===== src/rtl/adc_scan_sched_pkg.sv =====
// Shared constants and helpers for the ADC scan scheduler.
// Holds the datapath widths (ADC sample, accumulator, tick period), the FSM
// state encoding and two small helpers used by the top-level FSM.
package adc_scan_sched_pkg;

    localparam int ADC_W  = 12;   // conversion result width
    localparam int ACC_W  = 15;   // accumulator: 8 x 12-bit samples cannot overflow
    localparam int PER_W  = 29;   // tick period register width
    localparam int NAVG_W = 2;    // log2 of averaging depth
    localparam int CNT_W  = 3;    // sample counter, 0..7

    typedef logic [2:0] state_t;

    localparam state_t ST_IDLE  = 3'd0;
    localparam state_t ST_WAIT  = 3'd1;
    localparam state_t ST_START = 3'd2;
    localparam state_t ST_BUSY  = 3'd3;
    localparam state_t ST_ACC   = 3'd4;
    localparam state_t ST_DONE  = 3'd5;

    // Index of the last sample in an averaging block: 2^navg - 1.
    function automatic logic [CNT_W-1:0] last_sample(input logic [NAVG_W-1:0] navg);
        logic [CNT_W:0] one_hot;
        one_hot = (CNT_W+1)'(1) << navg;
        return CNT_W'(one_hot - (CNT_W+1)'(1));
    endfunction

    // Truncating divide of an accumulator by 2^navg, narrowed to a sample.
    function automatic logic [ADC_W-1:0] avg_shift(input logic [ACC_W-1:0] acc,
                                                   input logic [NAVG_W-1:0] navg);
        logic [ACC_W-1:0] shifted;
        shifted = acc >> navg;
        return shifted[ADC_W-1:0];
    endfunction

endpackage


===== src/rtl/adc_scan_sched_tick_timer.sv =====
// tick_timer: free-running period timer for the scan scheduler.
// Counts 0..period_i while en_i is high and pulses tick_o for one cycle when
// the count equals period_i, so ticks repeat every period_i+1 cycles.
// The count is held at 0 while en_i is low.
// Ports:
//   clk_i     system clock
//   rst_i     synchronous active-high reset
//   en_i      count enable
//   period_i  tick period minus one
//   tick_o    one-cycle tick pulse
module tick_timer
    import adc_scan_sched_pkg::*;
(
    input  logic             clk_i,
    input  logic             rst_i,
    input  logic             en_i,
    input  logic [PER_W-1:0] period_i,
    output logic             tick_o
);

    logic [PER_W-1:0] count_q;
    logic [PER_W-1:0] count_d;
    logic             at_end;

    assign at_end = (count_q == period_i);
    assign tick_o = en_i && at_end;

    always_comb begin
        count_d = count_q;
        if (!en_i || at_end) begin
            count_d = '0;
        end else begin
            count_d = count_q + PER_W'(1);
        end
    end

    always_ff @(posedge clk_i) begin
        if (rst_i) begin
            count_q <= '0;
        end else begin
            count_q <= count_d;
        end
    end

endmodule


===== src/rtl/adc_scan_sched.sv =====
// adc_scan_sched: periodic two-channel ADC scan scheduler with averaging.
// On each timer tick (while waiting) it pulses stm_o to start the acquisition
// block, captures both channels on eos_i, accumulates 2^navg samples and then
// publishes the truncated averages with a valid/ready handshake. A result
// replaced before being accepted raises the sticky ovr_o flag.
// Ports:
//   clk_i, rst_i        clock, synchronous active-high reset
//   en_i                scan enable
//   period_i            tick period minus one (clk_i cycles)
//   navg_i              log2 of samples per result, latched on leaving IDLE
//   eos_i, ch0_i, ch1_i end-of-sequence pulse and channel results
//   ready_i             downstream accepts the current result
//   stm_o               one-cycle start pulse to the acquisition block
//   avg0_o, avg1_o      averaged results
//   valid_o             results not yet accepted
//   ovr_o               sticky overrun flag
//   busy_o              FSM outside IDLE
module adc_scan_sched
    import adc_scan_sched_pkg::*;
(
    input  logic              clk_i,
    input  logic              rst_i,
    input  logic              en_i,
    input  logic [PER_W-1:0]  period_i,
    input  logic [NAVG_W-1:0] navg_i,
    input  logic              eos_i,
    input  logic [ADC_W-1:0]  ch0_i,
    input  logic [ADC_W-1:0]  ch1_i,
    input  logic              ready_i,
    output logic              stm_o,
    output logic [ADC_W-1:0]  avg0_o,
    output logic [ADC_W-1:0]  avg1_o,
    output logic              valid_o,
    output logic              ovr_o,
    output logic              busy_o
);

    logic tick;

    tick_timer u_timer (
        .clk_i    (clk_i),
        .rst_i    (rst_i),
        .en_i     (en_i),
        .period_i (period_i),
        .tick_o   (tick)
    );

    state_t            state_q, state_d;
    logic [NAVG_W-1:0] navg_q, navg_d;
    logic [CNT_W-1:0]  cnt_q, cnt_d;
    logic [ADC_W-1:0]  cap0_q, cap0_d, cap1_q, cap1_d;
    logic [ACC_W-1:0]  acc0_q, acc0_d, acc1_q, acc1_d;
    logic [ADC_W-1:0]  avg0_q, avg0_d, avg1_q, avg1_d;
    logic              valid_q, valid_d;
    logic              ovr_q, ovr_d;

    always_comb begin
        state_d = state_q;
        navg_d  = navg_q;
        cnt_d   = cnt_q;
        cap0_d  = cap0_q;
        cap1_d  = cap1_q;
        acc0_d  = acc0_q;
        acc1_d  = acc1_q;
        avg0_d  = avg0_q;
        avg1_d  = avg1_q;
        valid_d = valid_q;
        ovr_d   = ovr_q;

        // Acceptance is evaluated first so that a load in DONE on the same
        // cycle overrides the clear and keeps valid high.
        if (valid_q && ready_i) begin
            valid_d = 1'b0;
        end

        case (state_q)
            ST_IDLE: begin
                if (en_i) begin
                    state_d = ST_WAIT;
                    navg_d  = navg_i;
                    acc0_d  = '0;
                    acc1_d  = '0;
                    cnt_d   = '0;
                end
            end
            ST_WAIT: begin
                // Ticks seen in any other state are simply lost.
                if (!en_i) begin
                    state_d = ST_IDLE;
                end else if (tick) begin
                    state_d = ST_START;
                end
            end
            ST_START: begin
                state_d = ST_BUSY;
            end
            ST_BUSY: begin
                if (eos_i) begin
                    cap0_d  = ch0_i;
                    cap1_d  = ch1_i;
                    state_d = ST_ACC;
                end
            end
            ST_ACC: begin
                acc0_d = acc0_q + ACC_W'(cap0_q);
                acc1_d = acc1_q + ACC_W'(cap1_q);
                if (cnt_q == last_sample(navg_q)) begin
                    state_d = ST_DONE;
                end else begin
                    cnt_d   = cnt_q + CNT_W'(1);
                    state_d = ST_WAIT;
                end
            end
            ST_DONE: begin
                avg0_d  = avg_shift(acc0_q, navg_q);
                avg1_d  = avg_shift(acc1_q, navg_q);
                valid_d = 1'b1;
                // Overwriting an unaccepted result is an overrun unless the
                // old one is being accepted in this very cycle.
                if (valid_q && !ready_i) begin
                    ovr_d = 1'b1;
                end
                acc0_d  = '0;
                acc1_d  = '0;
                cnt_d   = '0;
                state_d = ST_WAIT;
            end
            default: begin
                state_d = ST_IDLE;
            end
        endcase
    end

    always_ff @(posedge clk_i) begin
        if (rst_i) begin
            state_q <= ST_IDLE;
            navg_q  <= '0;
            cnt_q   <= '0;
            cap0_q  <= '0;
            cap1_q  <= '0;
            acc0_q  <= '0;
            acc1_q  <= '0;
            avg0_q  <= '0;
            avg1_q  <= '0;
            valid_q <= 1'b0;
            ovr_q   <= 1'b0;
        end else begin
            state_q <= state_d;
            navg_q  <= navg_d;
            cnt_q   <= cnt_d;
            cap0_q  <= cap0_d;
            cap1_q  <= cap1_d;
            acc0_q  <= acc0_d;
            acc1_q  <= acc1_d;
            avg0_q  <= avg0_d;
            avg1_q  <= avg1_d;
            valid_q <= valid_d;
            ovr_q   <= ovr_d;
        end
    end

    assign stm_o   = (state_q == ST_START);
    assign busy_o  = (state_q != ST_IDLE);
    assign avg0_o  = avg0_q;
    assign avg1_o  = avg1_q;
    assign valid_o = valid_q;
    assign ovr_o   = ovr_q;

endmodule


===== config.mk =====
export PLATFORM = sky130hd
export DESIGN_NAME = adc_scan_sched
export DESIGN_NICKNAME = d
export VERILOG_FILES = /design/src/rtl/adc_scan_sched_pkg.sv /design/src/rtl/adc_scan_sched_tick_timer.sv /design/src/rtl/adc_scan_sched.sv
export SDC_FILE = /design/constraint.sdc
export NUM_CORES = 1
export LEC_CHECK = 0
export ABC_AREA = 1
export BUFFER_PORTS_ARGS = -buffer_cell sky130_fd_sc_hd__buf_2
export CORE_ASPECT_RATIO = 1.2
export CORE_MARGIN = 4
export CORE_UTILIZATION = 55
export DETAILED_ROUTE_END_ITERATION = 8
export PLACE_DENSITY = 0.74
export SETUP_SLACK_MARGIN = 0.15
export SYNTH_ARGS = -nofsm -noshare
export SYNTH_HDL_FRONTEND = slang
export SYNTH_SLANG_ARGS = --single-unit

===== constraint.sdc =====
create_clock -name clk_i -period 2 [get_ports clk_i]
set_input_delay 0.1 -clock clk_i [delete_from_list [all_inputs] [get_ports clk_i]]
set_output_delay 0.1 -clock clk_i [all_outputs]
set_load 0.02 [all_outputs]

=== Yosys cells after proc, flatten, opt, wreduce, memory -nomap -nowiden ===
Cells that the tools add are included.

* Input port bits: 60
* Flip-flop bits (word level): 117
* Memory bits (read-only): 0
* Memories: 0
* Latch bits: 0
* RAM bits: 0
* Word-level logic and storage cells: 62

* Bitwise operators: 0
* Add/subtract/negate cells: 5
* Div/mod/pow operators: 0
* Equal/unequal tests: 11
* Shifts and indexed selects: 3
* Magnitude comparators: 0
* Muxes and demuxes: 14
* Multipliers: 0
* Reductions and logical operators: 17

{| class="wikitable"
|+ Operator list
! kind !! count
|-
| $pmux W15 S3 || 2
|-
| $add A15 B12 Y15 || 2
|-
| $shr A15 B2 Y12 || 2
|-
| $add A29 B1 Y29 const B || 1
|-
| $eq A29 B29 Y1 || 1
|-
| $mux W3 || 7
|-
| $pmux W3 S6 || 1
|-
| $mux W15 || 1
|-
| $pmux W3 S3 || 1
|-
| $reduce_and A2 Y1 || 4
|-
| $eq A3 B2 Y1 const B || 2
|-
| $eq A3 B3 Y1 const B || 2
|-
| $ne A2 B2 Y1 const B || 3
|-
| $reduce_and A3 Y1 || 2
|-
| $reduce_bool A3 Y1 || 2
|-
| $add A3 B1 Y3 const B || 1
|-
| $eq A3 B1 Y1 const B || 1
|-
| $eq A3 B3 Y1 || 1
|-
| $logic_and A1 B1 Y1 || 3
|-
| $logic_not A3 Y1 || 1
|-
| $ne A3 B3 Y1 const B || 1
|-
| $shl A1 B2 Y3 const A || 1
|-
| $sub A3 B1 Y3 const B || 1
|-
| $logic_not A1 Y1 || 2
|-
| 4 further kinds || 5
|}

=== Longest topological paths before layout ===
Gate-level depths: netlist (run 1).

* Depth in word-level cells: 5
* Depth in mapped cells: 13
* Gate-level depth less buffers: 13

=== Cells and area by module ===
From an unflattened synthesis (run 1), not the netlist that was laid out.

* Cells, all modules: 1116
* Area, all modules: 7244.4 um^2

{| class="wikitable"
|+ By module, submodules not included
! module !! instances !! area each (um^2) !! cells an instance
|-
| adc_scan_sched || 1 || 5338.9 || 817
|-
| tick_timer || 1 || 1905.6 || 299
|}

=== Least setup slack after synthesis (run 1) ===
No wires, ideal clock.

* Kind: reg2reg
* From: register cap1_q[0]
* To: register acc1_q[10]
* Cell stages (with the launch flop): 10
* Slack: 180 ps
* Required time: 1868 ps
* Arrival time: 1687 ps
* Path buffers: 0
* Cells stage by stage: dfxtp_1 > ha_1 > fa_1 > nand3_1 > nand2_1 > a21oi_1 > o21ai_0 > or2_1 > nand3_1 > a21oi_1

* Cells in the longest elaborated chain, start to end: 2

{| class="wikitable"
|+ Ends and longest elaborated chain
! item !! line !! source
|-
| from (decl) || adc_scan_sched.sv:51 || <nowiki>logic [ADC_W-1:0] cap0_q, cap0_d, cap1_q, cap1_d;</nowiki>
|-
| from (signal assigned) || adc_scan_sched.sv:152 || <nowiki>cap1_q <= cap1_d;</nowiki>
|-
| $add A15 B12 Y15 || adc_scan_sched.sv:106 || <nowiki>acc1_d = acc1_q + ACC_W'(cap1_q);</nowiki>
|-
| $pmux W15 S3 || adc_scan_sched.sv:76 || <nowiki>case (state_q)</nowiki>
|-
| to (signal assigned) || adc_scan_sched.sv:142 || <nowiki>acc1_q <= '0;</nowiki>
|-
| to (signal assigned) || adc_scan_sched.sv:154 || <nowiki>acc1_q <= acc1_d;</nowiki>
|-
| to (decl) || adc_scan_sched.sv:52 || <nowiki>logic [ACC_W-1:0] acc0_q, acc0_d, acc1_q, acc1_d;</nowiki>
|}

No other way between the ends.
A chain may end at the register's enable or synchronous reset.

=== Worst setup path after layout (run 1) ===
* From: register acc1_q[0]
* To: register acc1_q[12]

* Cells in the longest elaborated chain, start to end: 2

{| class="wikitable"
|+ Ends and longest elaborated chain
! item !! line
|-
| $add A15 B12 Y15 || adc_scan_sched.sv:106
|-
| $pmux W15 S3 || adc_scan_sched.sv:76
|}

No other way between the ends.

==> results of run 1 <==
## layout make-up
cell class,instances,area (um^2)
inverter,129,484
timing repair buffer,147,982
sequential,117,2370
fill,1032,3390
tap,161,201
clock inverter,14,160
multi-input combinational,750,4190
clock buffer,18,439
## kinds of logic after synthesis
family,count (synthesis)
compound gates,198
xor+xnor,26
fa+ha+maj,28
simple gates,498
flops,117
buf+inv,170
## through the flow
stage | setup slack (ns) | cells | cell area (um^2) | total power [mW] | hold WS, ns
6_report | 0.171 | 1336 | 8830 | 5.90 | 0.0467
5_1_grt | 0.0721 | 1336 | 8830 | 6.07 | 0.0810
4_1_cts | 0.151 | 1331 | 8540 | 5.91 | 0.0687
3_5_place_dp | -0.00239 | 1266 | 7590 | 2.81 | 0.378
3_3_place_gp | 0.0506 | 1266 | 7590 | 2.81 | 0.370
2_1_floorplan | 0.180 | 1037 | 6940 | 2.66 | 0.264
## repair_timing
| action | in CTS | in global routing |
|---|---|---|
| pin swaps | 8 | 16 |
| endpoints found under the hold margin | 27 | 0 |
| hold buffers | 27 | 0 |
| resized for setup | 14 | 54 |
| setup endpoints to repair | 6 | 36 |
| gates cloned | 0 | 0 |
| setup buffers | 6 | 5 |
## cells in the final DEF, fill, tap and decap left out, types with 17 or more instances in the layout
master and instances:
nand2_1 284, inv_1 118, dfxtp_1 98, buf_2 87, a21oi_1 84, nand3_1 74
nor2_1 67, o21ai_0 38, buf_4 30, dlygate4sd3_1 27, o211ai_1 23, dfxtp_2 17
clkbuf_16 17
## critical path: cells and delay by family (launching register included)
kind,cells,cell delay [ns]
buffers and inverters,1,0.12
flip-flops,1,0.34
XOR/XNOR,1,0.14
adder cells (fa/ha/maj),2,0.52
AO/OA/AOI/OAI,1,0.16
AND/OR/NAND/NOR,5,0.43
## per-layer routing
| metal | GRT usage (%) | vias up | share of wire (%) |
|---|---|---|---|
| li1 | - | 3664 | - |
| met1 | 32.6 | 3299 | 42 |
| met4 | 9.64 | 0 | 3.1 |
| met3 | 5.20 | 56 | 6.3 |
| met5 | 0 | - | 0 |
| met2 | 45.0 | 270 | 48 |
## path summary, 6_finish.rpt
check | startpoint | endpoint | slack [ns] | depth (start not counted)
min reg2reg | cap0_q[3]$_SDFFE_PP0P_ | cap0_q[3]$_SDFFE_PP0P_ | 0.47 | 2
max reg2reg | acc1_q[0]$_SDFFE_PP0P_ | acc1_q[12]$_SDFFE_PP0P_ | 0.17 | 10
min | en_i | u_timer.count_q[5]$_SDFF_PP0_ | 0.05 | 3
max | acc1_q[0]$_SDFFE_PP0P_ | acc1_q[12]$_SDFFE_PP0P_ | 0.17 | 10
## state kept, by name (all words and copies together) (netlist names)
register	flops
u_timer.count_q	29
state_q	3
avg0_o	12
ovr_o	1
acc0_q	15
avg1_o	12
cap1_q	12
valid_o	1
navg_q	2
acc1_q	15
cap0_q	12
cnt_q	3
## report_power, final
group	switching, mW	internal [mW]
Clock	1.10	1.98
Sequential	0.0242	2.35
Combinational	0.274	0.172
Total	1.40	4.50
==> results.txt, run 1 <==
Run status -> finished clean
Worst-Margin Slew -> 0.635 ns
Max_cap viols -> 0
Row count -> 44
CP peak stage delay -> 0.36 ns
Fin. Hold Viols -> 0
Syn_area_per_cell -> 6.69 um^2
Adder-Cell Fraction of Synth Area -> 5.27%
Post-Synthesis Cells -> 1,037
Unrepaired setup endpoints after global routing -> yes
CTS Sinks -> 117
Antenna violations before repair -> 0
Die height -> 131 um
Syn nets -> 1,125
Synth unique cells -> 43
Routability Congestion -> 0.927
Hold Crit Class -> input pin to register
Routed length per instance -> 14.6 um
Clock Tree Buf Depth -> 2
Sequential area share after synthesis -> 33.8%
Critical path's slowest cell -> fa_2
Clk Latency, worst-skew pair -> 0.42 ns
Initial Util -> 56.7%
Required @ worst endpoint -> 2.31 ns
Asr flop ratio synth -> 0%
P_leak -> 3.91 nW
Setup CP Type -> register to register
Vias -> 7,289
Simple-Gate Fraction of Synth Area -> 31.8%
Final nets -> 1,250
Die area -> 14,500 um^2
Worst EP arrival -> 2.14 ns
Layout area overhead -> 27.3%
ANT cells -> 0
Ports -> 88
Pwr Density -> 668 nW/um^2
Post-synthesis mux area share -> 0%
Port bufs -> 87
Critical Path Fanout Max -> 3
Overall routing resource usage -> 26.1%
Residual DRC count -> 0
Tmin final -> 1.83 ns
Share of layout cells above drive strength 1 -> 20.7%
1st-iter DRT viols -> 466
YS warnings -> 0
IR Drop Worst-Case VDD -> 0.000483 V
Slew Viols, Final -> 0
Largest net degree at the start of global routing -> 53
1st-pass router iterations -> 6
TNS Setup -> 0 ns
Routed Antenna Nets -> 0
Top post-synthesis cells by area -> dfxtp_1 (34%), nand2_1 (16%), a21oi_1 (6.6%)
Root Buffer -> clkbuf_16
CTS HTree Levels -> 4
Synth Register Bits -> 117
Post-synthesis compound-gate area fraction -> 16.4%
Core Box Area -> 12,200 um^2
Gr ovfl total -> 0
Clock transition at path regs -> 0.06 ns
Largest area contributor in the synthesized netlist -> dfxtp_1
Vias in the first global route -> 6,477
Cells along the critical path -> ha_4 -> fa_2 -> nand3_2 -> nand2_4 -> buf_6 -> nand4_1 -> o211ai_1 -> nand2_1 -> xor2_1 -> nor2_1
First-pass GRT wire length -> 30,900 um
Post-synth EDFFs -> 0
Die width -> 111 um
Main combinational cell family by area after synthesis -> simple AND/OR/NAND/NOR gates
Syn Std Cell Area -> 6940 um^2
CTS tree -> yes
Top cell type's share of synthesized area -> 33.8%
Dpl hpwl -> 13,400 um
Top FF cell, synth -> dfxtp_1
Setup Skew -> 0.00848 ns
CTS Buf Count -> 17
Commonest cells post-synth -> nand2_1 (288), inv_1 (118), dfxtp_1 (117)
Final setup fails -> 0
Via/cell ratio -> 5.46
Relative slew margins -> 57.6%
Highest clock rate -> 0.547 GHz
Final core occ -> 72.2%
Routed Wire Length -> 19,500 um
Crit. End Element -> register
XOR/XNOR share of the synthesized area -> 3.28%
Most common cell in the netlist -> nand2_1
CP Launch Type -> register
Fin crit share -> 91.4%
Note: power is estimated with default switching activity, not from simulation.
==> run 2, diff against run 1 <==
CORE_UTILIZATION = 45   (was 55)
PLACE_DENSITY = 0.63   (was 0.74)
==> run 2 against run 1 <==
Net effect: clock power grew 2%; hold slack gained 0.086 ns; critical endpoint is now acc0_q[12]$_SDFFE_PP0P_; sequential share of layout area shrank 0.068 points; maximum frequency shrank 0.32%; flip-flop and latch count is the same; highest routed layer unchanged; count of clock-buffer cells in the layout grew 5; die area grew 21%; routed wire length shrank 0.28%; register-to-register slack is essentially flat.
==> results.txt, run 2 (synthesis results as in run 1) <==
Setup Skew -> 0.00678 ns
Port bufs -> 87
Run status -> finished clean
Required @ worst endpoint -> 2.28 ns
Crit. End Element -> register
CTS tree -> yes
Root Buffer -> clkbuf_16
Clock Tree Buf Depth -> 2
Layout area overhead -> 27.3%
ANT cells -> 0
RR Endpoint -> acc0_q[12]$_SDFFE_PP0P_
RR Startpoint -> acc0_q[0]$_SDFFE_PP0P_
IR Drop Worst-Case VDD -> 0.000458 V
Final core occ -> 58.6%
CTS Sinks -> 117
Worst EP arrival -> 2.12 ns
Pwr Density -> 677 nW/um^2
Vias -> 6,975
Ports -> 88
Critical Path Fanout Max -> 3
1st-pass router iterations -> 5
Tmin final -> 1.83 ns
Largest net degree at the start of global routing -> 53
CTS HTree Levels -> 4
Worst Setup Slack, final -> 0.165 ns
P_leak -> 3.96 nW
Commonest non-fill, non-tap cell in the layout -> nand2_1
TNS Setup -> 0 ns
Via/cell ratio -> 5.03
Gr ovfl total -> 0
CTS Buf Count -> 17
First-pass GRT wire length -> 31,500 um
Highest clock rate -> 0.545 GHz
Overall routing resource usage -> 22.5%
Die width -> 121 um
Slew Viols, Final -> 0
Relative slew margins -> 62.5%
Die height -> 144 um
Unrepaired setup endpoints after global routing -> yes
Clk Latency, worst-skew pair -> 0.41 ns
1st-iter DRT viols -> 396
Share of layout cells above drive strength 1 -> 19.7%
Hold Path Sink -> navg_q[1]$_SDFFE_PP0P_
Routability Congestion -> 0.942
Final nets -> 1,257
Cell depth of the worst flop-to-flop path -> 10
Fin. Hold Viols -> 0
Dpl hpwl -> 14,400 um
Routed Wire Length -> 19,500 um
Antenna violations before repair -> 0
Leading cell types in the layout, fill and taps excluded -> nand2_1 (285), inv_1 (117), dfxtp_1 (102), a21oi_1 (90), buf_2 (87)
Residual DRC count -> 0
Fillers -> 1,468
Hold_sp -> en_i
Routed length per instance -> 14.0 um
Biggest regs -> u_timer.count_q x29, acc0_q x15, acc1_q x15
Place WS -> 0.0634 ns
Hold Crit Class -> input pin to register
Row count -> 49
Max_cap viols -> 0
Cells on Worst Hold Path -> 5
Setup CP Type -> register to register
Fin crit share -> 91.7%
Worst-Margin Slew -> 0.562 ns
Largest Register -> u_timer.count_q
Core Box Area -> 15,100 um^2
Routed Antenna Nets -> 0
Die area -> 17,500 um^2
Setup crit start -> acc0_q[0]$_SDFFE_PP0P_
Initial Util -> 46.0%
Clock transition at path regs -> 0.05 ns
Worst R2R Setup Slack -> 0.17 ns
Final setup fails -> 0
Max reg flops -> 29
CP Launch Type -> register
Vias in the first global route -> 6,580
-- run 2: cell count changes in the layout (fill, tap and decap cells not counted), sizes merged --
cell	previous run	this run
clkbuf	18	23
inv	129	128
buf	120	126
clkinv	8	5
-- run 2: area by class of cell --
class,count,area [um^2],share of cell area [%]
flip-flops and latches,117,2370,26.8
well taps,204,255,2.89
inverters,129,488,5.53
multi-input cells,750,4080,46.2
clock buffers,23,498,5.64
repair buffers,153,1010,11.5
clock inverters,9,123,1.39
repair inverters,1,7.51,0.0850
-- run 2: power breakdown --
| group | switching [mW] | internal [mW] |
|---|---|---|
| sequential | 0.0285 | 2.35 |
| combinational | 0.274 | 0.173 |
| clock | 1.04 | 2.11 |
-- run 2: per-stage QoR --
| stage | instances | hold WS (ns) | power [mW] | cell area, um^2 |
|---|---|---|---|---|
| after floorplan | 1037 | 0.264 | 2.66 | 6940 |
| after global placement | 1319 | 0.365 | 2.82 | 7710 |
| after detailed placement | 1319 | 0.370 | 2.82 | 7710 |
| after CTS | 1378 | 0.119 | 6.03 | 8630 |
| after global routing | 1386 | 0.168 | 6.19 | 8830 |
| final | 1386 | 0.133 | 5.98 | 8830 |
-- run 2: how the worst max path moves through the flow --
stage | slack [ns] | cells past startpoint | to
floorplan | 0.18 | 9 | acc1_q[10]$_SDFFE_PP0P_
global placement | 0.1 | 10 | acc1_q[8]$_SDFFE_PP0P_
detailed placement | 0.06 | 10 | acc1_q[8]$_SDFFE_PP0P_
CTS | 0.14 | 10 | acc1_q[8]$_SDFFE_PP0P_
global route | 0.08 | 9 | acc0_q[9]$_SDFFE_PP0P_
finish | 0.17 | 10 | acc0_q[12]$_SDFFE_PP0P_
-- run 2: what timing repair did --
action                                  CTS  global route
endpoints found under the setup margin    6            47
hold buffers                             27             0
setup buffers                             0             7
gates resized for setup                   6            44
cloned                                    0             1
pin swaps                                 0            12
endpoints found under the hold margin    27             0
-- run 2: critical path, cell delays in order (launching register included) --
cell     delay [ns]
dfxtp_4        0.34
ha_4           0.16
fa_2           0.40
nand3_2        0.10
nand3_2        0.07
nand2_1        0.07
nand2_2        0.06
a21bo_2        0.25
nand2_2        0.06
xor2_1         0.14
nor2_1         0.05
-- run 2: layer usage --
| layer | vias to the layer above | routed length [um] | GRT usage [%] |
|---|---|---|---|
| met4 | 0 | 463 | 7.67 |
| met1 | 3150 | 8760 | 27.9 |
| met5 | - | 0 | 0 |
| met2 | 126 | 9550 | 39.6 |
| li1 | 3668 | - | - |
| met3 | 31 | 692 | 3.60 |
==> run 3, diff against run 2 <==
RECOVER_POWER = 50   (was not set)
==> run 3 against run 2 <==
Net effect: first-iteration DRC count up 1.3%; sequential power about the same; clock power is essentially flat; global-route usage unchanged; critical path depth unchanged; via count hardly changed; flip-flop and latch count stayed put; clock skew about the same; core utilization is 0.32 points lower; combinational power hardly changed; largest cell class unchanged.
==> results.txt, run 3 (synthesis results as in run 1) <==
Setup crit start -> acc0_q[0]$_SDFFE_PP0P_
Slew Viols, Final -> 0
Max_cap viols -> 0
Most used routing layer in global routing -> met2
Required @ worst endpoint -> 2.28 ns
CTS tree -> yes
TNS Setup -> 0 ns
Setup Skew -> 0.00669 ns
Tmin final -> 1.84 ns
Place WS -> 0.0634 ns
RR Startpoint -> acc0_q[0]$_SDFFE_PP0P_
Non-filler cells, final -> 1,386
Routed length per instance -> 14.1 um
Routability Congestion -> 0.942
CTS Sinks -> 117
CP endpoint -> acc0_q[12]$_SDFFE_PP0P_
ANT cells -> 0
Ports -> 88
Unrepaired setup endpoints after global routing -> yes
P_leak -> 3.83 nW
Worst R2R Setup Slack -> 0.16 ns
Commonest non-fill, non-tap cell in the layout -> nand2_1
Port bufs -> 87
Clk Latency, worst-skew pair -> 0.41 ns
First-pass GRT wire length -> 31,500 um
Core Box Area -> 15,100 um^2
Setup CP Type -> register to register
Largest Register -> u_timer.count_q
Gr ovfl total -> 0
Final setup fails -> 0
Antenna violations before repair -> 0
Vias in the first global route -> 6,580
Share of layout cells above drive strength 1 -> 16.9%
Pwr Density -> 680 nW/um^2
Cells after DPL -> 1,319
Final nets -> 1,257
Overall routing resource usage -> 22.5%
Hold Crit Class -> input pin to register
Relative slew margins -> 57.3%
Biggest regs -> u_timer.count_q x29, acc0_q x15, acc1_q x15
Max reg flops -> 29
Vias -> 6,976
Highest clock rate -> 0.545 GHz
Met3 GRT Util -> 3.60%
Routed Antenna Nets -> 0
Final hold slack -> 0.131 ns
Routed Wire Length -> 19,500 um
Fillers -> 1,487
1st-pass router iterations -> 5
Row count -> 49
Critical Path Fanout Max -> 3
Die width -> 121 um
IR Drop Worst-Case VDD -> 0.000458 V
Via/cell ratio -> 5.03
Worst-Margin Slew -> 0.640 ns
Fin crit share -> 91.8%
Worst Setup Slack, final -> 0.164 ns
Run status -> finished clean
CTS HTree Levels -> 4
Crit. End Element -> register
Cell depth of the worst flop-to-flop path -> 10
Initial Util -> 46.0%
1st-iter DRT viols -> 401
M1 GR Usage -> 27.9%
Clock transition at path regs -> 0.05 ns
Residual DRC count -> 0
Leading cell types in the layout, fill and taps excluded -> nand2_1 (285), inv_1 (120), dfxtp_1 (102), a21oi_1 (90), nand3_1 (74)
Dpl hpwl -> 14,400 um
Fin. Hold Viols -> 0
Largest net degree at the start of global routing -> 53
Clock Tree Buf Depth -> 2
Root Buffer -> clkbuf_16
Worst EP arrival -> 2.12 ns
Die area -> 17,500 um^2
CTS Buf Count -> 17
Layout area overhead -> 26.6%
RR Endpoint -> acc0_q[12]$_SDFFE_PP0P_
CP Launch Type -> register
Die height -> 144 um
GR met2 Demand/Resource -> 39.6%
[run 3: where the power goes]
| part | internal, mW | switching, mW |
|---|---|---|
| Combinational | 0.169 | 0.275 |
| Sequential | 2.35 | 0.0282 |
| Clock | 2.11 | 1.04 |
[run 3: worst min path at each step]
stage,start,to,depth (start not counted)
floorplan,ch0_i[11],cap0_q[11]$_SDFFE_PP0P_,2
global placement,ready_i,valid_o$_SDFFE_PP0P_,4
detailed placement,ready_i,valid_o$_SDFFE_PP0P_,4
CTS,en_i,navg_q[1]$_SDFFE_PP0P_,5
global route,rst_i,avg0_o[0]$_SDFFE_PP0P_,4
finish,en_i,navg_q[0]$_SDFFE_PP0P_,5
[run 3: repair_timing]
| action | CTS | global route |
|---|---|---|
| buffers inserted | 0 | 7 |
| resized for setup | 6 | 44 |
| hold buffers | 27 | 0 |
| endpoints found under the hold margin | 27 | 0 |
| setup endpoints to repair | 6 | 47 |
| pin swaps | 0 | 12 |
| gates cloned | 0 | 1 |
[run 3: final cells by class]
cell class	instances	area (um^2)	share of cell area [%]
multi-input combinational	750	4070	46.4
clock buffer	23	498	5.67
inverter	129	488	5.56
sequential	117	2370	26.9
tap	204	255	2.91
timing repair buffer	153	975	11.1
timing repair inverter	1	7.51	0.0855
clock inverter	9	123	1.40
[run 3: metrics by stage]
stage,util (%),area (um^2),power (mW)
global route,58.2,8780,6.19
detailed placement,51.1,7710,2.82
CTS,57.2,8630,6.03
global placement,51.1,7710,2.82
floorplan,-,6940,2.66
finish,58.2,8780,5.97
[run 3: layer usage]
| metal | part of all wire [%] | wire length [um] |
|---|---|---|
| met5 | 0 | 0 |
| met4 | 2.5 | 485 |
| met3 | 4.0 | 782 |
| met2 | 49 | 9530 |
| met1 | 45 | 8740 |
[run 3: worst max-delay path, cell delays in order (launching register included)]
cell	delay [ns]
dfxtp_4	0.34
ha_4	0.16
fa_2	0.40
nand3_2	0.10
nand3_2	0.07
nand2_1	0.07
nand2_2	0.06
a21bo_2	0.25
nand2_2	0.06
xor2_1	0.14
nor2_1	0.05
